--- src/rtl/uart_tx_fifo.sv ---
// Byte FIFO plus transmit sequencer: buffers controller writes and issues them one at a time
// to the UART transmitter, honouring its busy/CTS flow-control input.
module uart_tx_fifo #(
  parameter int unsigned DEPTH_LOG2 = 4,
  parameter int unsigned BUSY_WAIT  = 4
) (
  input  logic                  i_clk,
  input  logic                  i_rst_n,
  input  logic [7:0]            i_din_8b,
  input  logic                  i_wren,
  input  logic                  i_flush,
  input  logic                  i_clr_ovf,
  output logic                  o_full,
  output logic                  o_empty,
  output logic [DEPTH_LOG2:0]   o_count,
  output logic                  o_overflow,
  output logic                  o_drained,
  output logic [7:0]            o_dout_8b,
  output logic                  o_dout_valid,
  input  logic                  i_tx_busy
);

  localparam int unsigned DEPTH = 1 << DEPTH_LOG2;
  localparam int unsigned WaitW = (BUSY_WAIT > 1) ? $clog2(BUSY_WAIT) : 1;

  typedef enum logic [1:0] {StIdle, StWaitBusy, StWaitDone} state_e;

  state_e                state_q;
  logic [7:0]            mem_q [DEPTH];
  logic [DEPTH_LOG2-1:0] rd_ptr_q;
  logic [DEPTH_LOG2-1:0] wr_ptr_q;
  logic [DEPTH_LOG2:0]   count_q;
  logic                  overflow_q;
  logic [WaitW-1:0]      wait_q;
  logic [7:0]            dout_q;
  logic                  dout_valid_q;

  logic full, empty, pop, wr_accept, wr_drop;

  assign full  = (count_q == (DEPTH_LOG2 + 1)'(DEPTH));
  assign empty = (count_q == '0);

  // A flush discards everything, so it also suppresses an issue in the same cycle.
  assign pop       = (state_q == StIdle) && !empty && !i_tx_busy && !i_flush;
  assign wr_accept = i_wren && !i_flush && (!full || pop);
  assign wr_drop   = i_wren && !i_flush && full && !pop;

  always_ff @(posedge i_clk) begin
    if (wr_accept) begin
      mem_q[wr_ptr_q] <= i_din_8b;
    end
  end

  always_ff @(posedge i_clk or negedge i_rst_n) begin
    if (!i_rst_n) begin
      rd_ptr_q <= '0;
      wr_ptr_q <= '0;
      count_q  <= '0;
    end else if (i_flush) begin
      rd_ptr_q <= '0;
      wr_ptr_q <= '0;
      count_q  <= '0;
    end else begin
      if (wr_accept) begin
        wr_ptr_q <= wr_ptr_q + 1'b1;
      end
      if (pop) begin
        rd_ptr_q <= rd_ptr_q + 1'b1;
      end
      if (wr_accept && !pop) begin
        count_q <= count_q + 1'b1;
      end else if (pop && !wr_accept) begin
        count_q <= count_q - 1'b1;
      end
    end
  end

  // Set has priority over clear so a drop coinciding with a clear is never lost.
  always_ff @(posedge i_clk or negedge i_rst_n) begin
    if (!i_rst_n) begin
      overflow_q <= 1'b0;
    end else if (wr_drop) begin
      overflow_q <= 1'b1;
    end else if (i_clr_ovf) begin
      overflow_q <= 1'b0;
    end
  end

  always_ff @(posedge i_clk or negedge i_rst_n) begin
    if (!i_rst_n) begin
      state_q      <= StIdle;
      wait_q       <= '0;
      dout_q       <= 8'h00;
      dout_valid_q <= 1'b0;
    end else begin
      dout_valid_q <= 1'b0;
      unique case (state_q)
        StIdle: begin
          if (pop) begin
            dout_q       <= mem_q[rd_ptr_q];
            dout_valid_q <= 1'b1;
            wait_q       <= '0;
            state_q      <= StWaitBusy;
          end
        end
        StWaitBusy: begin
          // Transmitter never acknowledged with busy: assume the byte was taken.
          if (i_tx_busy) begin
            state_q <= StWaitDone;
          end else if (wait_q == WaitW'(BUSY_WAIT - 1)) begin
            state_q <= StIdle;
          end else begin
            wait_q <= wait_q + 1'b1;
          end
        end
        StWaitDone: begin
          if (!i_tx_busy) begin
            state_q <= StIdle;
          end
        end
        default: state_q <= StIdle;
      endcase
    end
  end

  assign o_full       = full;
  assign o_empty      = empty;
  assign o_count      = count_q;
  assign o_overflow   = overflow_q;
  assign o_drained    = empty && (state_q == StIdle) && !i_tx_busy;
  assign o_dout_8b    = dout_q;
  assign o_dout_valid = dout_valid_q;

endmodule

--- config.mk ---
export PLATFORM = sky130hd
export DESIGN_NAME = uart_tx_fifo
export DESIGN_NICKNAME = d
export VERILOG_FILES = /design/src/rtl/uart_tx_fifo.sv
export SDC_FILE = /design/constraint.sdc
export NUM_CORES = 1
export LEC_CHECK = 0
export ABC_CLOCK_PERIOD_IN_PS = 3300
export CAP_MARGIN = 20
export CORE_UTILIZATION = 35
export DETAILED_ROUTE_END_ITERATION = 10
export SYNTH_ARGS = -nofsm -noshare
export SYNTH_HDL_FRONTEND = slang
export SYNTH_SLANG_ARGS = --single-unit
--- constraint.sdc ---
create_clock -name i_clk -period 3.3 [get_ports i_clk]
set_input_delay 0.66 -clock i_clk [delete_from_list [all_inputs] [get_ports i_clk]]
set_output_delay 0.66 -clock i_clk [all_outputs]
set_load 0.05 [all_outputs]
==> results.py, run 1 <==
metrics = {
    "worst_setup_path": {
        "critPathKind": "reg -> out",
        "path_max_fanout": 7,
        "endpoint_kind": "primary output",
        "crit_required_ps": 2640,
        "reg2reg_setup_slack_ps": 290,
        "crit_arrival_ps": 2360,
        "start_kind": "flop",
    },
    "power": {
        "p_leak_nw": 2.62,
        "pwr_density_cell_mw_per_mm2": 744,
        "irDropWorstVdd_mv": 0.468,
    },
    "sta": {
        "hold_viol_final": 0,
        "tns_ps": 0,
        "post-route-min-period_ps": 3020,
        "holdWs_ps": 518,
        "setup_viol": 0,
        "worst_clock_skew_ps": 10.9,
        "final_max_slew_viol_count": 0,
        "fin_crit_sh_pct": 91.5,
        "rsz0062_at_grt": "no",
        "tightestPinTransition_ps": 896,
        "fmax_mhz": 331,
        "slew_headroom_pct": 40.2,
    },
    "drt": {
        "wl_per_cell_um": 19.5,
        "drt_first_pass_iters": 4,
        "ant_nets": 0,
        "viasPerCell": 5.09,
        "drc": 0,
        "drt_iter0_markers": 145,
        "routed_wl_mm": 12.8,
        "vias": 3337,
    },
    "clock_tree": {
        "cts_hold_buf": 0,
        "cts_tree": "built",
        "root_buffer": "clkbuf_16",
        "numCtsBuffers": 17,
        "h-tree-depth": 4,
        "clk_latency_ps": 420,
        "worst_setup_hold_path_clk_slew_ps": 60,
        "cts_sinks": 155,
        "clock_path_buffers": 2,
    },
    "finish": {
        "seq_area_mm2": 0.00452,
        "fin_nets": 438,
        "diodes": 0,
        "multi_input_area_mm2": 0.00177,
        "final.fill_count": 1589,
        "area_growth_pct": 21.0,
        "drive_gt1_share_pct": 25.6,
    },
    "global_route": {
        "antenna_found_initial": 0,
        "grt_pass1_vias": 3432,
        "grt_max_degree": 35,
        "grt_overflow": 0,
        "track_usage_pct": 14.9,
        "grt_first_pass_wirelength_mm": 19.6,
    },
    "synth": {
        "synthMuxAreaShare_pct": 15.2,
        "ys_async_sr_fraction_pct": 17.4,
        "yosysMostFrequentCell": "edfxtp_1",
        "seq_area_frac_synth_pct": 70.8,
        "synth.top_cell.area_share_pct": 60.2,
        "synthSimpleGateAreaFrac_pct": 5.05,
        "yosys-top-cells-area": "edfxtp_1 (60%), mux4_2 (11%), dfrtp_1 (11%), mux2i_1 (2.8%), ha_1 (2.0%)",
        "ys.flop_type": "edfxtp_1",
        "synth_edf_count": 128,
        "synthCells": 351,
        "syn_area_per_cell_um2": 18.2,
        "synthAdderAreaFrac_pct": 2.27,
        "synth_fp_nets": 376,
        "synthesis.area_mm2": 0.00639,
        "synth_xor_area_share_pct": 0.960,
        "ys.warnings.count": 0,
        "yosysTopAreaCell": "edfxtp_1",
        "synth_top_family_by_area": "multiplexers",
        "synth_seq_cells": 155,
        "netlist_top_cells_count": "edfxtp_1 (128), mux4_2 (32), nor2_1 (28)",
        "synth_compound_area_share_pct": 3.98,
        "ys_types": 46,
    },
    "floorplan": {
        "start_util_pct": 35.7,
        "die_x_um": 137,
        "fp-row-count": 49,
        "core_mm2": 0.0179,
        "dieArea_mm2": 0.0188,
        "die_y_um": 137,
        "io_pins": 32,
    },
    "run": {
        "drv_cap": 0,
    },
    "place": {
        "port-buffer-count": 31,
        "place.gp.congestion": 0.749,
        "dp_hpwl_mm": 8.26,
    },
    "hold_path": {
        "hp-class": "reg -> reg",
    },
    "status": {
        "status": "finished clean",
    },
}
-- power breakdown --
group	switching [W]	internal, W
sequential	0.000192	0.00225
clock	0.000860	0.00100
combinational	0.000834	0.000612
-- through the flow --
step | cells | instance area, um2 | total power (W) | utilization, % | setup WS [ps]
after floorplan | 351 | 6390 | 0.00345 | - | 190
after global placement | 623 | 7130 | 0.00388 | 39.8 | 184
after detailed placement | 623 | 7130 | 0.00392 | 39.8 | 64.3
after CTS | 655 | 7710 | 0.00578 | 43.1 | 165
after global routing | 655 | 7730 | 0.00601 | 43.2 | 67.6
final | 655 | 7730 | 0.00575 | 43.2 | 281
-- timing repair --
| item | CTS | global route |
|---|---|---|
| buffers inserted | 0 | 0 |
| endpoints found under the setup margin | 0 | 1 |
| resized for setup | 0 | 3 |
-- path summary, 6_finish.rpt --
kind / cells past startpoint / startpoint / endpoint
worst max register to register: 9 / o_count[1]$_DFFE_PN0P_ / o_count[4]$_DFFE_PN0P_
max in group asynchronous: 2 / i_rst_n / rd_ptr_q[1]$_DFFE_PN0P_
min in group asynchronous: 2 / i_rst_n / o_count[0]$_DFFE_PN0P_
worst min register to register: 1 / wait_q[0]$_DFFE_PN0P_ / wait_q[0]$_DFFE_PN0P_
worst min-delay path: 1 / wait_q[0]$_DFFE_PN0P_ / wait_q[0]$_DFFE_PN0P_
worst max-delay path: 6 / o_count[0]$_DFFE_PN0P_ / o_full
-- critical path, cell delays in order, from the launching register on --
cell and delay, ps:
dfrtp_1 380, buf_4 160, nor4_2 240, buf_4 190
nand2_1 90, inv_1 80, clkdlybuf4s50_1 790
-- layout by cell type (no fill, tap or decap), drive strengths merged, types with 2 or more instances in the layout --
| cell type | instances |
|---|---|
| a21oi | 7 |
| a221oi | 2 |
| buf | 30 |
| clkbuf | 17 |
| clkdlybuf4s50 | 30 |
| clkinv | 5 |
| clkinvlp | 4 |
| dfrtp | 27 |
| edfxtp | 128 |
| ha | 10 |
| inv | 15 |
| mux2 | 4 |
| mux2i | 19 |
| mux4 | 32 |
| nand2 | 15 |
| nand3 | 8 |
| nand3b | 2 |
| nor2 | 28 |
| nor3 | 2 |
| nor4 | 2 |
| o21ai | 5 |
| o221ai | 8 |
| or3 | 3 |
| xnor2 | 3 |
| xor2 | 4 |
-- layout make-up --
type                            count  area share [%]
Tap cell                          229            3.71
Clock buffer                       17            5.50
Sequential cell                   155            58.5
Multi-Input combinational cell    170            22.9
Clock inverter                     15            2.02
Inverter                            9           0.437
Timing Repair Buffer               60            6.96
-- per-layer routing --
| layer | wire length, um | global-route usage [%] | up-vias |
|---|---|---|---|
| met5 | 0 | 0 | - |
| met4 | 141 | 4.70 | 0 |
| met3 | 509 | 4.11 | 12 |
| met2 | 6250 | 23.8 | 85 |
| met1 | 5880 | 19.5 | 1719 |
| li1 | - | - | 1521 |
-- registers in the layout (all words and copies together) (netlist names) --
| name | count |
|---|---|
| o_dout_valid | 1 |
| wr_ptr_q | 4 |
| wait_q | 2 |
| rd_ptr_q | 4 |
| o_count | 5 |
| state_q | 2 |
| o_overflow | 1 |
| mem_q | 128 |
| o_dout_8b | 8 |
-- cells by family after synthesis --
logic type / Yosys count
AO/OA/AOI/OAI: 30
XOR/XNOR: 7
adder cells (fa/ha/maj): 11
buffers and inverters: 26
flip-flops: 155
multiplexers: 55
AND/OR/NAND/NOR: 67
No activity file was read; power rests on OpenSTA's default activity.
==> inputs of run 2 (changes only) <==
- CELL_PAD_IN_SITES_DETAIL_PLACEMENT: unset -> 2
- CELL_PAD_IN_SITES_GLOBAL_PLACEMENT: unset -> 2
- PLACE_DENSITY_LB_ADDON: unset -> 0.1
==> run 2 against run 1 <==
Core utilization up 0.17 points. Worst hold slack gained 2.3 ps. Cell area is 0.39% higher. Via count rose by 3.7%. Non-clock buffer count grew 5. Global-route usage rose by 3.5 points. Critical endpoint is now o_empty. Largest cell class unchanged.
==> results.py, run 2 (synthesized netlist as in run 1, its figures left out) <==
metrics = {
    "power": {
        "p_leak_nw": 2.65,
        "irDropWorstVdd_mv": 0.374,
        "pwr_density_cell_mw_per_mm2": 761,
    },
    "status": {
        "status": "finished clean",
    },
    "drt": {
        "viasPerCell": 5.24,
        "routed_wl_mm": 15.4,
        "vias": 3459,
        "drc": 0,
        "ant_nets": 0,
        "drt_first_pass_iters": 4,
        "drt_iter0_markers": 131,
        "wl_per_cell_um": 23.3,
    },
    "clock_tree": {
        "cts_tree": "built",
        "h-tree-depth": 4,
        "post_cts_resized": 0,
        "clk_latency_ps": 420,
        "cts_sinks": 155,
        "worst_setup_hold_path_clk_slew_ps": 70,
        "post_cts_buffers": 0,
        "root_buffer": "clkbuf_16",
        "numCtsBuffers": 17,
        "clock_path_buffers": 2,
        "cts_hold_buf": 0,
    },
    "global_route": {
        "grt_use_met2_pct": 32.0,
        "busiest_layer": "met2",
        "grt_first_pass_wirelength_mm": 23.9,
        "grt_max_degree": 28,
        "grt_overflow": 0,
        "met3_usage_pct": 3.48,
        "use_met1_pct": 21.9,
        "grt_pass1_vias": 3926,
        "track_usage_pct": 18.3,
        "antenna_found_initial": 0,
    },
    "sta": {
        "worst_clock_skew_ps": 6.77,
        "rsz0062_at_grt": "no",
        "fin_crit_sh_pct": 92.6,
        "setup_viol": 0,
        "fmax_mhz": 327,
        "tns_ps": 0,
        "post-route-min-period_ps": 3060,
        "slew_headroom_pct": 33.8,
        "final_max_slew_viol_count": 0,
        "layout_setup_ws_ps": 243,
        "tightestPinTransition_ps": 993,
        "hold_viol_final": 0,
    },
    "hold_path": {
        "hp-class": "reg -> reg",
        "hp-start": "wait_q[1]$_DFFE_PN0P_",
    },
    "finish": {
        "fin_nets": 443,
        "diodes": 0,
        "drive_gt1_share_pct": 25.5,
        "final_area_mm2": 0.00776,
        "final_cell_mix": "edfxtp_1 (128), buf_4 (34), mux4_2 (32)",
        "largest_reg_flops": 128,
        "layout_commonest_cell": "edfxtp_1",
        "area_growth_pct": 21.5,
        "top_register": "mem_q",
    },
    "floorplan": {
        "die_y_um": 137,
        "fp-row-count": 49,
        "dieArea_mm2": 0.0188,
        "start_util_pct": 35.7,
        "die_x_um": 137,
        "io_pins": 32,
        "core_mm2": 0.0179,
    },
    "place": {
        "place.gp.congestion": 0.707,
        "place_ws_ps": 62.6,
        "port-buffer-count": 31,
        "placed_area_mm2": 0.00717,
        "dp_hpwl_mm": 9.93,
    },
    "worst_setup_path": {
        "crit_required_ps": 2640,
        "critPathTopFamily": "buffers and inverters",
        "start_kind": "flop",
        "crit_slowest_cell": "clkdlybuf4s50_1",
        "cp_common_cell": "buf_4",
        "worst-path-buf-inv": 4,
        "cp-startpoint": "o_count[0]$_DFFE_PN0P_",
        "r2r-start": "o_count[1]$_DFFE_PN0P_",
        "critical_path.cell_chain": "buf_4 -> nor4_2 -> buf_4 -> nand2_2 -> inv_1 -> clkdlybuf4s50_1",
        "path_max_fanout": 7,
        "max_stage_delay_ps": 790,
        "crit_arrival_ps": 2400,
        "endpoint_kind": "primary output",
        "critPathKind": "reg -> out",
    },
    "run": {
        "drv_cap": 0,
    },
}
-- run 2: stage by stage --
| stage | util (%) | hold slack (ps) | instances | total power (W) |
|---|---|---|---|---|
| 2_1_floorplan | - | 364 | 351 | 0.00345 |
| 3_3_place_gp | 40.0 | 485 | 628 | 0.00395 |
| 3_5_place_dp | 40.0 | 500 | 628 | 0.00400 |
| 4_1_cts | 43.3 | 521 | 660 | 0.00599 |
| 5_1_grt | 43.3 | 544 | 660 | 0.00617 |
| 6_report | 43.3 | 520 | 660 | 0.00591 |
-- run 2: layer usage --
metal  wire [um]  up-vias  share of wire, %
li1            -     1524                 -
met1        6670     1853                43
met2        7920       58                51
met3         353       24               2.3
met4         449        0               2.9
met5           0        -                 0
-- run 2: final cells by class --
type / count / area, um2
sequential: 155 / 4520
tap: 229 / 287
clock inverter: 15 / 165
multi-input combinational: 170 / 1750
clock buffer: 17 / 425
timing repair buffer: 65 / 576
inverter: 9 / 33.8
fill: 1697 / 10100
-- run 2: worst paths after layout --
check                                          end  slack, ps  cells after the start
max                                        o_empty        240                      6
min                          wait_q[1]$_DFFE_PN0P_        520                      2
max reg2reg                 o_count[4]$_DFFE_PN0P_        310                      9
min reg2reg                  wait_q[1]$_DFFE_PN0P_        520                      2
max in group asynchronous  rd_ptr_q[1]$_DFFE_PN0P_       2330                      2
min in group asynchronous   o_count[0]$_DFFE_PN0P_        630                      2
-- run 2: report_power, final --
part           switching [W]  total [W]  leakage (nW)  internal, W
registers           0.000195    0.00244          1.51      0.00225
clock network       0.000836    0.00196         0.278      0.00113
logic               0.000873    0.00150         0.865     0.000627
total                0.00190    0.00591          2.65      0.00400
-- run 2: tightest hold or removal path: stages, from the launching register on --
cell     delay [ps]
dfrtp_1         350
nand3_1          60
o21ai_0          70
==> inputs of run 3 (changes only) <==
- MAX_ROUTING_LAYER: unset -> met4
==> run 3 against run 2 <==
Clock power about the same. Highest routed layer unchanged. Global-route usage rose by 0.55 points. Sequential power barely moved. Worst hold slack hardly changed. Register-to-register slack about the same. First-iteration DRC count is 40% higher. Clock skew hardly changed.
==> results.py, run 3 (synthesized netlist as in run 1, its figures left out) <==
metrics = {
    "clock_tree": {
        "cts_hold_buf": 0,
        "clock_path_buffers": 2,
        "clk_latency_ps": 420,
        "root_buffer": "clkbuf_16",
        "h-tree-depth": 4,
        "numCtsBuffers": 17,
        "post_cts_resized": 0,
        "cts_tree": "built",
        "post_cts_buffers": 0,
        "cts_sinks": 155,
        "worst_setup_hold_path_clk_slew_ps": 70,
    },
    "finish": {
        "final.fill_count": 1697,
        "postLayoutCoreUtil_pct": 43.3,
        "final_cell_mix": "edfxtp_1 (128), buf_4 (34), mux4_2 (32)",
        "diodes": 0,
        "drive_gt1_share_pct": 25.5,
        "fin_nets": 443,
        "top_register": "mem_q",
        "layout_commonest_cell": "edfxtp_1",
        "area_growth_pct": 21.5,
        "multi_input_area_mm2": 0.00175,
        "seq_area_mm2": 0.00452,
        "largest_reg_flops": 128,
    },
    "floorplan": {
        "die_y_um": 137,
        "start_util_pct": 35.7,
        "fp-row-count": 49,
        "io_pins": 32,
        "core_mm2": 0.0179,
        "dieArea_mm2": 0.0188,
        "die_x_um": 137,
    },
    "drt": {
        "vias": 3452,
        "viasPerCell": 5.23,
        "routed_wl_mm": 15.4,
        "wl_per_cell_um": 23.3,
        "ant_nets": 0,
        "drc": 0,
        "drt_first_pass_iters": 4,
        "drt_iter0_markers": 183,
    },
    "power": {
        "p_int_w": 0.00400,
        "power_frac_seq_pct": 41.4,
        "combinationalPowerShare_pct": 25.4,
        "irDropWorstVdd_mv": 0.374,
        "p_leak_nw": 2.65,
        "p_switching_w": 0.00190,
        "pwr_density_cell_mw_per_mm2": 760,
        "power.share.clock_pct": 33.2,
        "p_sw_share_pct": 32.2,
    },
    "run": {
        "drv_cap": 0,
    },
    "worst_setup_path": {
        "reg2reg_setup_slack_ps": 300,
        "timing.rr.end": "o_count[4]$_DFFE_PN0P_",
        "endpoint": "o_full",
        "r2r-start": "o_count[1]$_DFFE_PN0P_",
        "critPathKind": "reg -> out",
        "start_kind": "flop",
        "cp-startpoint": "o_count[0]$_DFFE_PN0P_",
        "reg2reg_depth": 9,
        "crit_arrival_ps": 2400,
        "crit_required_ps": 2640,
        "path_max_fanout": 7,
        "endpoint_kind": "primary output",
    },
    "global_route": {
        "track_usage_pct": 18.9,
        "grt_max_degree": 28,
        "antenna_found_initial": 0,
        "grt_overflow": 0,
        "grt_pass1_vias": 3915,
        "grt_first_pass_wirelength_mm": 23.9,
    },
    "hold_path": {
        "hold_depth": 2,
        "hp-class": "reg -> reg",
    },
    "sta": {
        "fin_crit_sh_pct": 92.6,
        "tightestPinTransition_ps": 1010,
        "hold_viol_final": 0,
        "worst_clock_skew_ps": 6.98,
        "post-route-min-period_ps": 3060,
        "slew_headroom_pct": 32.7,
        "fmax_mhz": 327,
        "rsz0062_at_grt": "no",
        "tns_ps": 0,
        "final_max_slew_viol_count": 0,
        "layout_setup_ws_ps": 243,
        "setup_viol": 0,
    },
    "place": {
        "place_ws_ps": 62.6,
        "port-buffer-count": 31,
        "place.gp.congestion": 0.715,
        "dp_hpwl_mm": 9.93,
    },
    "status": {
        "status": "finished clean",
    },
}
## run 3: critical path, cell delays in order, from the launching register on
cell	delay, ps
dfrtp_1	390
buf_4	170
nor4_2	240
buf_4	200
nand2_1	100
inv_1	80
clkdlybuf4s50_1	800
## run 3: cell type report
class / instances / share of cell area (%)
multi-input combinational: 170 / 22.6
tap: 229 / 3.69
timing repair buffer: 65 / 7.42
clock buffer: 17 / 5.48
sequential: 155 / 58.3
inverter: 9 / 0.435
clock inverter: 15 / 2.13
## run 3: how the worst min path moves through the flow
| stage | from | to |
|---|---|---|
| floorplan | i_rst_n | o_count[0]$_DFFE_PN0P_ |
| global placement | wait_q[0]$_DFFE_PN0P_ | wait_q[0]$_DFFE_PN0P_ |
| detailed placement | o_dout_8b[6]$_DFFE_PN0P_ | o_dout_8b[6]$_DFFE_PN0P_ |
| CTS | o_dout_8b[6]$_DFFE_PN0P_ | o_dout_8b[6]$_DFFE_PN0P_ |
| global route | o_dout_8b[6]$_DFFE_PN0P_ | o_dout_8b[6]$_DFFE_PN0P_ |
| finish | wait_q[1]$_DFFE_PN0P_ | wait_q[1]$_DFFE_PN0P_ |
## run 3: power groups by stage
stage	registers [W]	clock network, W	logic [W]
floorplan	0.00264	0	0.000807
global placement	0.00249	0	0.00147
detailed placement	0.00249	0	0.00151
CTS	0.00245	0.00201	0.00152
global route	0.00247	0.00208	0.00161
finish	0.00244	0.00196	0.00150
## run 3: metrics by stage
stage,cell area [um2],hold slack [ps],total power [W],cells
detailed placement,7170,500,0.00400,628
global placement,7170,485,0.00395,628
finish,7760,520,0.00590,660
floorplan,6390,364,0.00345,351
CTS,7760,521,0.00599,660
global route,7760,544,0.00617,660
## run 3: metal layers
metal	routed length, um	track usage, %	share of wire [%]	vias to the layer above
met1	6500	21.9	42	1835
li1	-	-	-	1528
met5	0	-	0	-
met2	7960	32.0	52	64
met4	457	8.42	3.0	0
met3	427	3.48	2.8	25
